### config.mk
export PLATFORM = sky130hd
export DESIGN_NAME = serial_device_arbiter
export DESIGN_NICKNAME = d
export VERILOG_FILES = /design/src/rtl/serial_device_arbiter_pkg.sv /design/src/rtl/serial_device_arbiter_rr_pick.sv /design/src/rtl/serial_device_arbiter.sv
export SDC_FILE = /design/constraint.sdc
export NUM_CORES = 1
export LEC_CHECK = 0
export BUFFER_PORTS_ARGS = -buffer_cell sky130_fd_sc_hd__buf_2
export CAP_MARGIN = 5
export CORE_AREA = 2 2 120 122
export CTS_BUF_LIST = sky130_fd_sc_hd__clkbuf_4
export CTS_CLUSTER_DIAMETER = 120
export DETAILED_ROUTE_END_ITERATION = 12
export DIE_AREA = 0 0 122 124
export MAX_ROUTING_LAYER = met4
export PLACE_DENSITY = 0.74
export SLEW_MARGIN = 20
export SYNTH_ARGS = -nofsm -noshare
export SYNTH_HDL_FRONTEND = slang
export SYNTH_SLANG_ARGS = --single-unit
### constraint.sdc
create_clock -name csi_MCLK_clk -period 1.9 [get_ports csi_MCLK_clk]
set_input_delay 0.19 -clock csi_MCLK_clk [delete_from_list [all_inputs] [get_ports csi_MCLK_clk]]
set_output_delay 0.19 -clock csi_MCLK_clk [all_outputs]
set_load 0.05 [all_outputs]
### src/rtl/serial_device_arbiter_pkg.sv
// Shared definitions for the serial-device arbiter and the bridge it feeds:
// FSM state encoding and the Avalon-MM field widths of the serial slave.
package serial_device_arbiter_pkg;

  localparam int ADDR_W = 8;
  localparam int DATA_W = 32;
  localparam int BE_W   = 4;

  typedef enum logic [2:0] {
    ST_IDLE  = 3'd0,
    ST_ISSUE = 3'd1,
    ST_BUSY  = 3'd2,
    ST_DONE  = 3'd3,
    ST_GAP   = 3'd4
  } state_e;

endpackage

### src/rtl/serial_device_arbiter_rr_pick.sv
// Combinational round-robin picker: returns the first pending port found
// searching upward from last_grant+1 and wrapping at NUM_REQ-1 to 0.
module serial_device_arbiter_rr_pick #(
  parameter int NUM_REQ = 4,
  parameter int GRANT_W = 2
) (
  input  logic [NUM_REQ-1:0] pending,
  input  logic [GRANT_W-1:0] last_grant,
  output logic               valid,
  output logic [GRANT_W-1:0] winner
);

  logic [GRANT_W-1:0] idx_s;

  // Walk the ports in priority order; the most recent winner is checked last.
  always_comb begin
    valid  = 1'b0;
    winner = last_grant;
    idx_s  = last_grant;
    for (int i = 1; i <= NUM_REQ; i++) begin
      idx_s = GRANT_W'((int'(last_grant) + i) % NUM_REQ);
      if (!valid && pending[idx_s]) begin
        valid  = 1'b1;
        winner = idx_s;
      end else begin
        valid  = valid;
      end
    end
  end

endmodule

### src/rtl/serial_device_arbiter.sv
// Shares one serial-device Avalon-MM slave between NUM_REQ masters.
// Round-robin grant held for a whole transaction, followed by an idle gap
// so the slave can return to its wait state before the next command.
module serial_device_arbiter
  import serial_device_arbiter_pkg::*;
#(
  parameter int NUM_REQ    = 4,
  parameter int GAP_CYCLES = 3,
  parameter int GRANT_W    = 2
) (
  input  logic                      csi_MCLK_clk,
  input  logic                      rsi_MRST_reset,
  input  logic [NUM_REQ-1:0]        req_read,
  input  logic [NUM_REQ-1:0]        req_write,
  input  logic [NUM_REQ*ADDR_W-1:0] req_address,
  input  logic [NUM_REQ*DATA_W-1:0] req_writedata,
  input  logic [NUM_REQ*BE_W-1:0]   req_byteenable,
  output logic [NUM_REQ-1:0]        req_waitrequest,
  output logic [NUM_REQ-1:0]        req_readdatavalid,
  output logic [DATA_W-1:0]         req_readdata,
  output logic [ADDR_W-1:0]         avm_address,
  output logic [DATA_W-1:0]         avm_writedata,
  output logic [BE_W-1:0]           avm_byteenable,
  output logic                      avm_write,
  output logic                      avm_read,
  output logic                      avm_chipselect,
  input  logic                      avm_waitrequest,
  input  logic                      avm_readdatavalid,
  input  logic [DATA_W-1:0]         avm_readdata,
  output logic [GRANT_W-1:0]        grant_id,
  output logic                      busy
);

  localparam logic [7:0] GAP_LOAD = 8'(GAP_CYCLES - 1);

  state_e               state_q, state_d;
  logic [GRANT_W-1:0]   last_grant_q, last_grant_d;
  logic [GRANT_W-1:0]   grant_q, grant_d;
  logic [7:0]           gap_q, gap_d;
  logic [ADDR_W-1:0]    cmd_addr_q, cmd_addr_d;
  logic [DATA_W-1:0]    cmd_wdata_q, cmd_wdata_d;
  logic [BE_W-1:0]      cmd_be_q, cmd_be_d;
  logic                 cmd_wr_q, cmd_wr_d;
  logic                 seen_wait_q, seen_wait_d;
  logic [DATA_W-1:0]    rdata_q, rdata_d;
  logic                 avm_read_q, avm_read_d;
  logic                 avm_write_q, avm_write_d;
  logic                 avm_cs_q, avm_cs_d;
  logic [NUM_REQ-1:0]   req_wait_q, req_wait_d;
  logic [NUM_REQ-1:0]   req_rdv_q, req_rdv_d;
  logic                 busy_q, busy_d;

  logic [NUM_REQ-1:0]   pending_s;
  logic                 pick_valid_s;
  logic [GRANT_W-1:0]   pick_idx_s;

  assign pending_s = req_read | req_write;

  serial_device_arbiter_rr_pick #(
    .NUM_REQ (NUM_REQ),
    .GRANT_W (GRANT_W)
  ) u_rr_pick (
    .pending    (pending_s),
    .last_grant (last_grant_q),
    .valid      (pick_valid_s),
    .winner     (pick_idx_s)
  );

  // Transaction FSM: arbitration, command latch, completion tracking, gap timer.
  always_comb begin
    state_d      = state_q;
    last_grant_d = last_grant_q;
    grant_d      = grant_q;
    gap_d        = gap_q;
    cmd_addr_d   = cmd_addr_q;
    cmd_wdata_d  = cmd_wdata_q;
    cmd_be_d     = cmd_be_q;
    cmd_wr_d     = cmd_wr_q;
    seen_wait_d  = seen_wait_q;
    rdata_d      = rdata_q;
    case (state_q)
      ST_IDLE: begin
        if (pick_valid_s) begin
          state_d      = ST_ISSUE;
          grant_d      = pick_idx_s;
          last_grant_d = pick_idx_s;
          cmd_addr_d   = req_address[int'(pick_idx_s)*ADDR_W +: ADDR_W];
          cmd_wdata_d  = req_writedata[int'(pick_idx_s)*DATA_W +: DATA_W];
          cmd_be_d     = req_byteenable[int'(pick_idx_s)*BE_W +: BE_W];
          // read+write together on one port is treated as a write
          cmd_wr_d     = req_write[pick_idx_s];
        end else begin
          state_d = ST_IDLE;
        end
      end
      ST_ISSUE: begin
        if (!avm_waitrequest) begin
          state_d     = ST_BUSY;
          seen_wait_d = 1'b0;
        end else begin
          state_d = ST_ISSUE;
        end
      end
      ST_BUSY: begin
        if (!cmd_wr_q) begin
          if (avm_readdatavalid) begin
            rdata_d = avm_readdata;
            state_d = ST_DONE;
          end else begin
            state_d = ST_BUSY;
          end
        end else begin
          // a write completes only once the slave has stalled and released
          if (seen_wait_q && !avm_waitrequest) begin
            state_d = ST_DONE;
          end else if (avm_waitrequest) begin
            seen_wait_d = 1'b1;
          end else begin
            seen_wait_d = seen_wait_q;
          end
        end
      end
      ST_DONE: begin
        gap_d   = GAP_LOAD;
        state_d = ST_GAP;
      end
      ST_GAP: begin
        if (gap_q == 8'd0) begin
          state_d = ST_IDLE;
        end else begin
          gap_d = gap_q - 8'd1;
        end
      end
      default: begin
        state_d = ST_IDLE;
      end
    endcase
  end

  // Output decode from the next state so every output leaves a flop.
  always_comb begin
    avm_cs_d    = (state_d == ST_ISSUE);
    avm_read_d  = (state_d == ST_ISSUE) && !cmd_wr_d;
    avm_write_d = (state_d == ST_ISSUE) && cmd_wr_d;
    busy_d      = (state_d != ST_IDLE);
    req_wait_d  = '1;
    req_rdv_d   = '0;
    for (int p = 0; p < NUM_REQ; p++) begin
      if ((state_d == ST_DONE) && (GRANT_W'(p) == grant_d)) begin
        req_wait_d[p] = 1'b0;
        req_rdv_d[p]  = !cmd_wr_d;
      end else begin
        req_wait_d[p] = 1'b1;
        req_rdv_d[p]  = 1'b0;
      end
    end
  end

  // State and output registers with synchronous reset.
  always_ff @(posedge csi_MCLK_clk) begin
    if (rsi_MRST_reset) begin
      state_q      <= ST_IDLE;
      last_grant_q <= GRANT_W'(NUM_REQ - 1);
      grant_q      <= '0;
      gap_q        <= 8'd0;
      cmd_addr_q   <= '0;
      cmd_wdata_q  <= '0;
      cmd_be_q     <= '0;
      cmd_wr_q     <= 1'b0;
      seen_wait_q  <= 1'b0;
      rdata_q      <= '0;
      avm_read_q   <= 1'b0;
      avm_write_q  <= 1'b0;
      avm_cs_q     <= 1'b0;
      req_wait_q   <= '1;
      req_rdv_q    <= '0;
      busy_q       <= 1'b0;
    end else begin
      state_q      <= state_d;
      last_grant_q <= last_grant_d;
      grant_q      <= grant_d;
      gap_q        <= gap_d;
      cmd_addr_q   <= cmd_addr_d;
      cmd_wdata_q  <= cmd_wdata_d;
      cmd_be_q     <= cmd_be_d;
      cmd_wr_q     <= cmd_wr_d;
      seen_wait_q  <= seen_wait_d;
      rdata_q      <= rdata_d;
      avm_read_q   <= avm_read_d;
      avm_write_q  <= avm_write_d;
      avm_cs_q     <= avm_cs_d;
      req_wait_q   <= req_wait_d;
      req_rdv_q    <= req_rdv_d;
      busy_q       <= busy_d;
    end
  end

  assign avm_address       = cmd_addr_q;
  assign avm_writedata     = cmd_wdata_q;
  assign avm_byteenable    = cmd_be_q;
  assign avm_read          = avm_read_q;
  assign avm_write         = avm_write_q;
  assign avm_chipselect    = avm_cs_q;
  assign req_waitrequest   = req_wait_q;
  assign req_readdatavalid = req_rdv_q;
  assign req_readdata      = rdata_q;
  assign grant_id          = grant_q;
  assign busy              = busy_q;

endmodule

==> key figures <==
Synthesis
  • Combinational family with the most area after synthesis: compound AO/OA/AOI/OAI gates
  • Post-Syn Area: 5200 um^2
  • Synth Instances: 602
  • Synthesized flop and latch total: 105
  • Post-synth top flop: dfxtp_1
  • YS warnings: 0
  • Proportion of synthesized area in mux cells: 9.53%
  • Synth Area in XOR/XNOR: 0.674%
  • Post-synthesis simple-gate area fraction: 16.0%
  • Syn_nets: 824
  • Yosys cell types: 48
  • Synth Area in Adders: 0.481%
  • Top-area cell type share of the netlist area: 40.4%
  • Compound-Gate Fraction of Synth Area: 27.5%
  • Post-synth top area cell: dfxtp_1
  • Ys async rst share: 0%
  • Post-synth EDFFs: 0
  • Part of the Yosys area used for sequential elements: 40.4%
  • Ranking of synthesized cells by area: dfxtp_1 40%, mux2_2 9.5%, a221o_1 8.5%, a21oi_1 8.1%, o21ai_0 5.3%
  • Average cell area after synthesis: 8.64 um^2

Critical path
  • Cell family with most CP delay: simple AND/OR/NAND/NOR gates
  • CP peak stage delay: 380 ps
  • Crit start category: flip-flop
  • Worst setup EP type: flip-flop
  • Crit-path cells: o21ba_4 -> or3_4 -> nand2_8 -> buf_12 -> mux2_4 -> a221o_1
  • Critical path fanouts, max: 12
  • Worst Path Arrival: 2370 ps
  • Data required, critical path: 2300 ps
  • WP buf/inv: 1
  • CP Class: reg2reg
  • Critical path's slowest cell: dfxtp_2

Cells and area
  • Area growth from synthesis to final layout: 58.9%
  • Share of cells above drive strength 1: 46.1%
  • Post-layout util: 60.2%
  • Filler cell count: 1178
  • Net count reported at finish: 1204

Routing
  • DR vias: 6312
  • Drt initial violations: 370
  • ANT nets after route: 0
  • Remaining DRCs: 0
  • Routed wire length: 20.8 mm
  • Avg Vias per Cell: 5.39
  • DR pass1 iterations: 4
  • Avg WL per Cell: 17.7 um

STA
  • Fin Hold WS: 36.3 ps
  • Slew headroom: 64.8%
  • Worst Clk Skew: 21.6 ps
  • Hold Vio Cnt, Final: 0
  • Final period util: 104%
  • Worst Slack Setup Final: -68.9 ps
  • Final setup viols: 42
  • Measured slew at the worst slew-check pin: 526 ps
  • Fmax: 0.508 GHz
  • Setup_tns: -1470 ps
  • Final Critical Period: 1970 ps
  • Pins Over Slew Limit: 0
  • RSZ-0062 raised after global routing: yes

Outcome
  • Failing checks: setup timing
  • Status: complete, but fails checks

GRT
  • Grt ovf: 0
  • Vias in the first global route: 6089
  • Initial antenna violation count: 5
  • GRT Total Usage: 26.0%
  • Largest net degree at the start of global routing: 45
  • First-pass GRT wire length: 29.9 mm

Clock network
  • TritonCTS Buffers: 9
  • # clock sinks: 105
  • Worst-Skew Late Latency: 490 ps
  • Clk slew on worst S/H paths: 180 ps
  • H-Tree Depth: 3
  • Clk root buf: clkbuf_4
  • CTS tree: done
  • CTS Buffer Depth: 2

Floorplan
  • Die ar.: 15100 um^2
  • Starting density of the core: 37.9%
  • Die Width: 122 um
  • FP Rows: 43
  • Core area: 13700 um^2
  • Io pins: 310
  • Height of the chip: 124 um

Place
  • Final GP Congestion: 0.860
  • Port Buffers: 309
  • Post-DP HPWL: 13.8 mm
  • Dpl ws: -223 ps

Worst hold path
  • Worst Hold Class: in2reg

Power
  • VDD IR-drop max: 0.591 mV
  • Leakage: 3.86 nW
  • Pwr dens: 918 nW/um^2

Run
  • Max Cap Viol: 0
[path summary, 6_finish.rpt]
| kind | start | endpoint | slack (ps) | depth (start not counted) |
|---|---|---|---|---|
| max | last_grant_q[0]$_SDFFE_PP1N_ | avm_writedata[12]$_SDFFE_PP0N_ | -70 | 6 |
| min | req_writedata[70] | avm_writedata[6]$_SDFFE_PP0N_ | 40 | 3 |
| max reg2reg | last_grant_q[0]$_SDFFE_PP1N_ | avm_writedata[12]$_SDFFE_PP0N_ | -70 | 6 |
| min reg2reg | req_readdata[0]$_SDFFE_PP0P_ | req_readdata[0]$_SDFFE_PP0P_ | 460 | 2 |
[area by class of cell]
cell class	instances	area (um^2)	share of cell area (%)
clock inverters	6	51.3	0.621
repair buffers	420	2670	32.3
inverters	10	37.5	0.454
multi-input cells	436	3090	37.4
flip-flops and latches	105	2110	25.5
well taps	180	225	2.73
diodes	5	12.5	0.151
clock buffers	10	75.1	0.908
[flip-flops by register name (all words and copies together), names as in the netlist, 2 cells and up]
register,flops
req_waitrequest,4
req_readdata,32
state_q,3
avm_byteenable,4
req_readdatavalid,4
gap_q,8
avm_writedata,32
grant_id,2
avm_address,8
last_grant_q,2
[through the flow]
stage | std cells | total power [mW] | cell area [um^2]
floorplan | 602 | 5.01 | 5270
global placement | 1093 | 6.06 | 7300
detailed placement | 1093 | 6.09 | 7300
CTS | 1165 | 7.49 | 8150
global route | 1172 | 7.92 | 8260
finish | 1172 | 7.58 | 8260
[timing repair]
action,4_1_cts,5_1_grt
setup buffers,2,0
pin swaps,3,7
resized for setup,45,13
endpoints found under the hold margin,45,0
cloned,0,2
hold buffers,54,0
setup endpoints to repair,50,60
[routing by layer]
metal	global-route usage [%]	up-vias	part of all wire, %
met3	6.27	67	8.3
met1	27.7	2907	38
met2	45.0	339	50
met5	-	-	0
met4	13.6	0	3.8
li1	-	2999	-
[tightest hold or removal path: stages]
cell	delay (ps)
buf_2	70
mux2_4	130
a221o_1	120
[cell usage in the layout (no fill, tap or decap), types with 10 or more instances in the layout]
| cell type | instances |
|---|---|
| clkbuf_4 | 10 |
| dlygate4sd3_1 | 54 |
| o21ai_0 | 55 |
| mux2_4 | 38 |
| a21oi_1 | 83 |
| nand3_1 | 49 |
| dfxtp_1 | 102 |
| a221o_1 | 44 |
| buf_2 | 309 |
| nor2_1 | 20 |
| nand2_1 | 69 |
| inv_1 | 10 |
| buf_4 | 44 |
[cell usage after synthesis, types with 5 or more instances]
master      n
nor3_1      6
nand2_1    69
mux2_2     44
buf_6       5
or4_1       5
a21oi_1    84
o21ai_0    55
nor2_1     21
inv_1      10
nor2b_1     5
nand3_1    49
dfxtp_1   105
clkbuf_1   40
a221o_1    44
[cells by family after synthesis]
group / after synthesis
buf+inv: 61
fa+ha+maj: 2
xor+xnor: 4
compound gates: 215
mux: 44
simple gates: 171
flops: 105
[report_power, final]
part	total [mW]	internal (mW)	switching [mW]
sequential	2.70	2.51	0.194
combinational	3.74	1.52	2.22
clock	1.15	0.304	0.842
No activity file was read; power rests on OpenSTA's default activity.
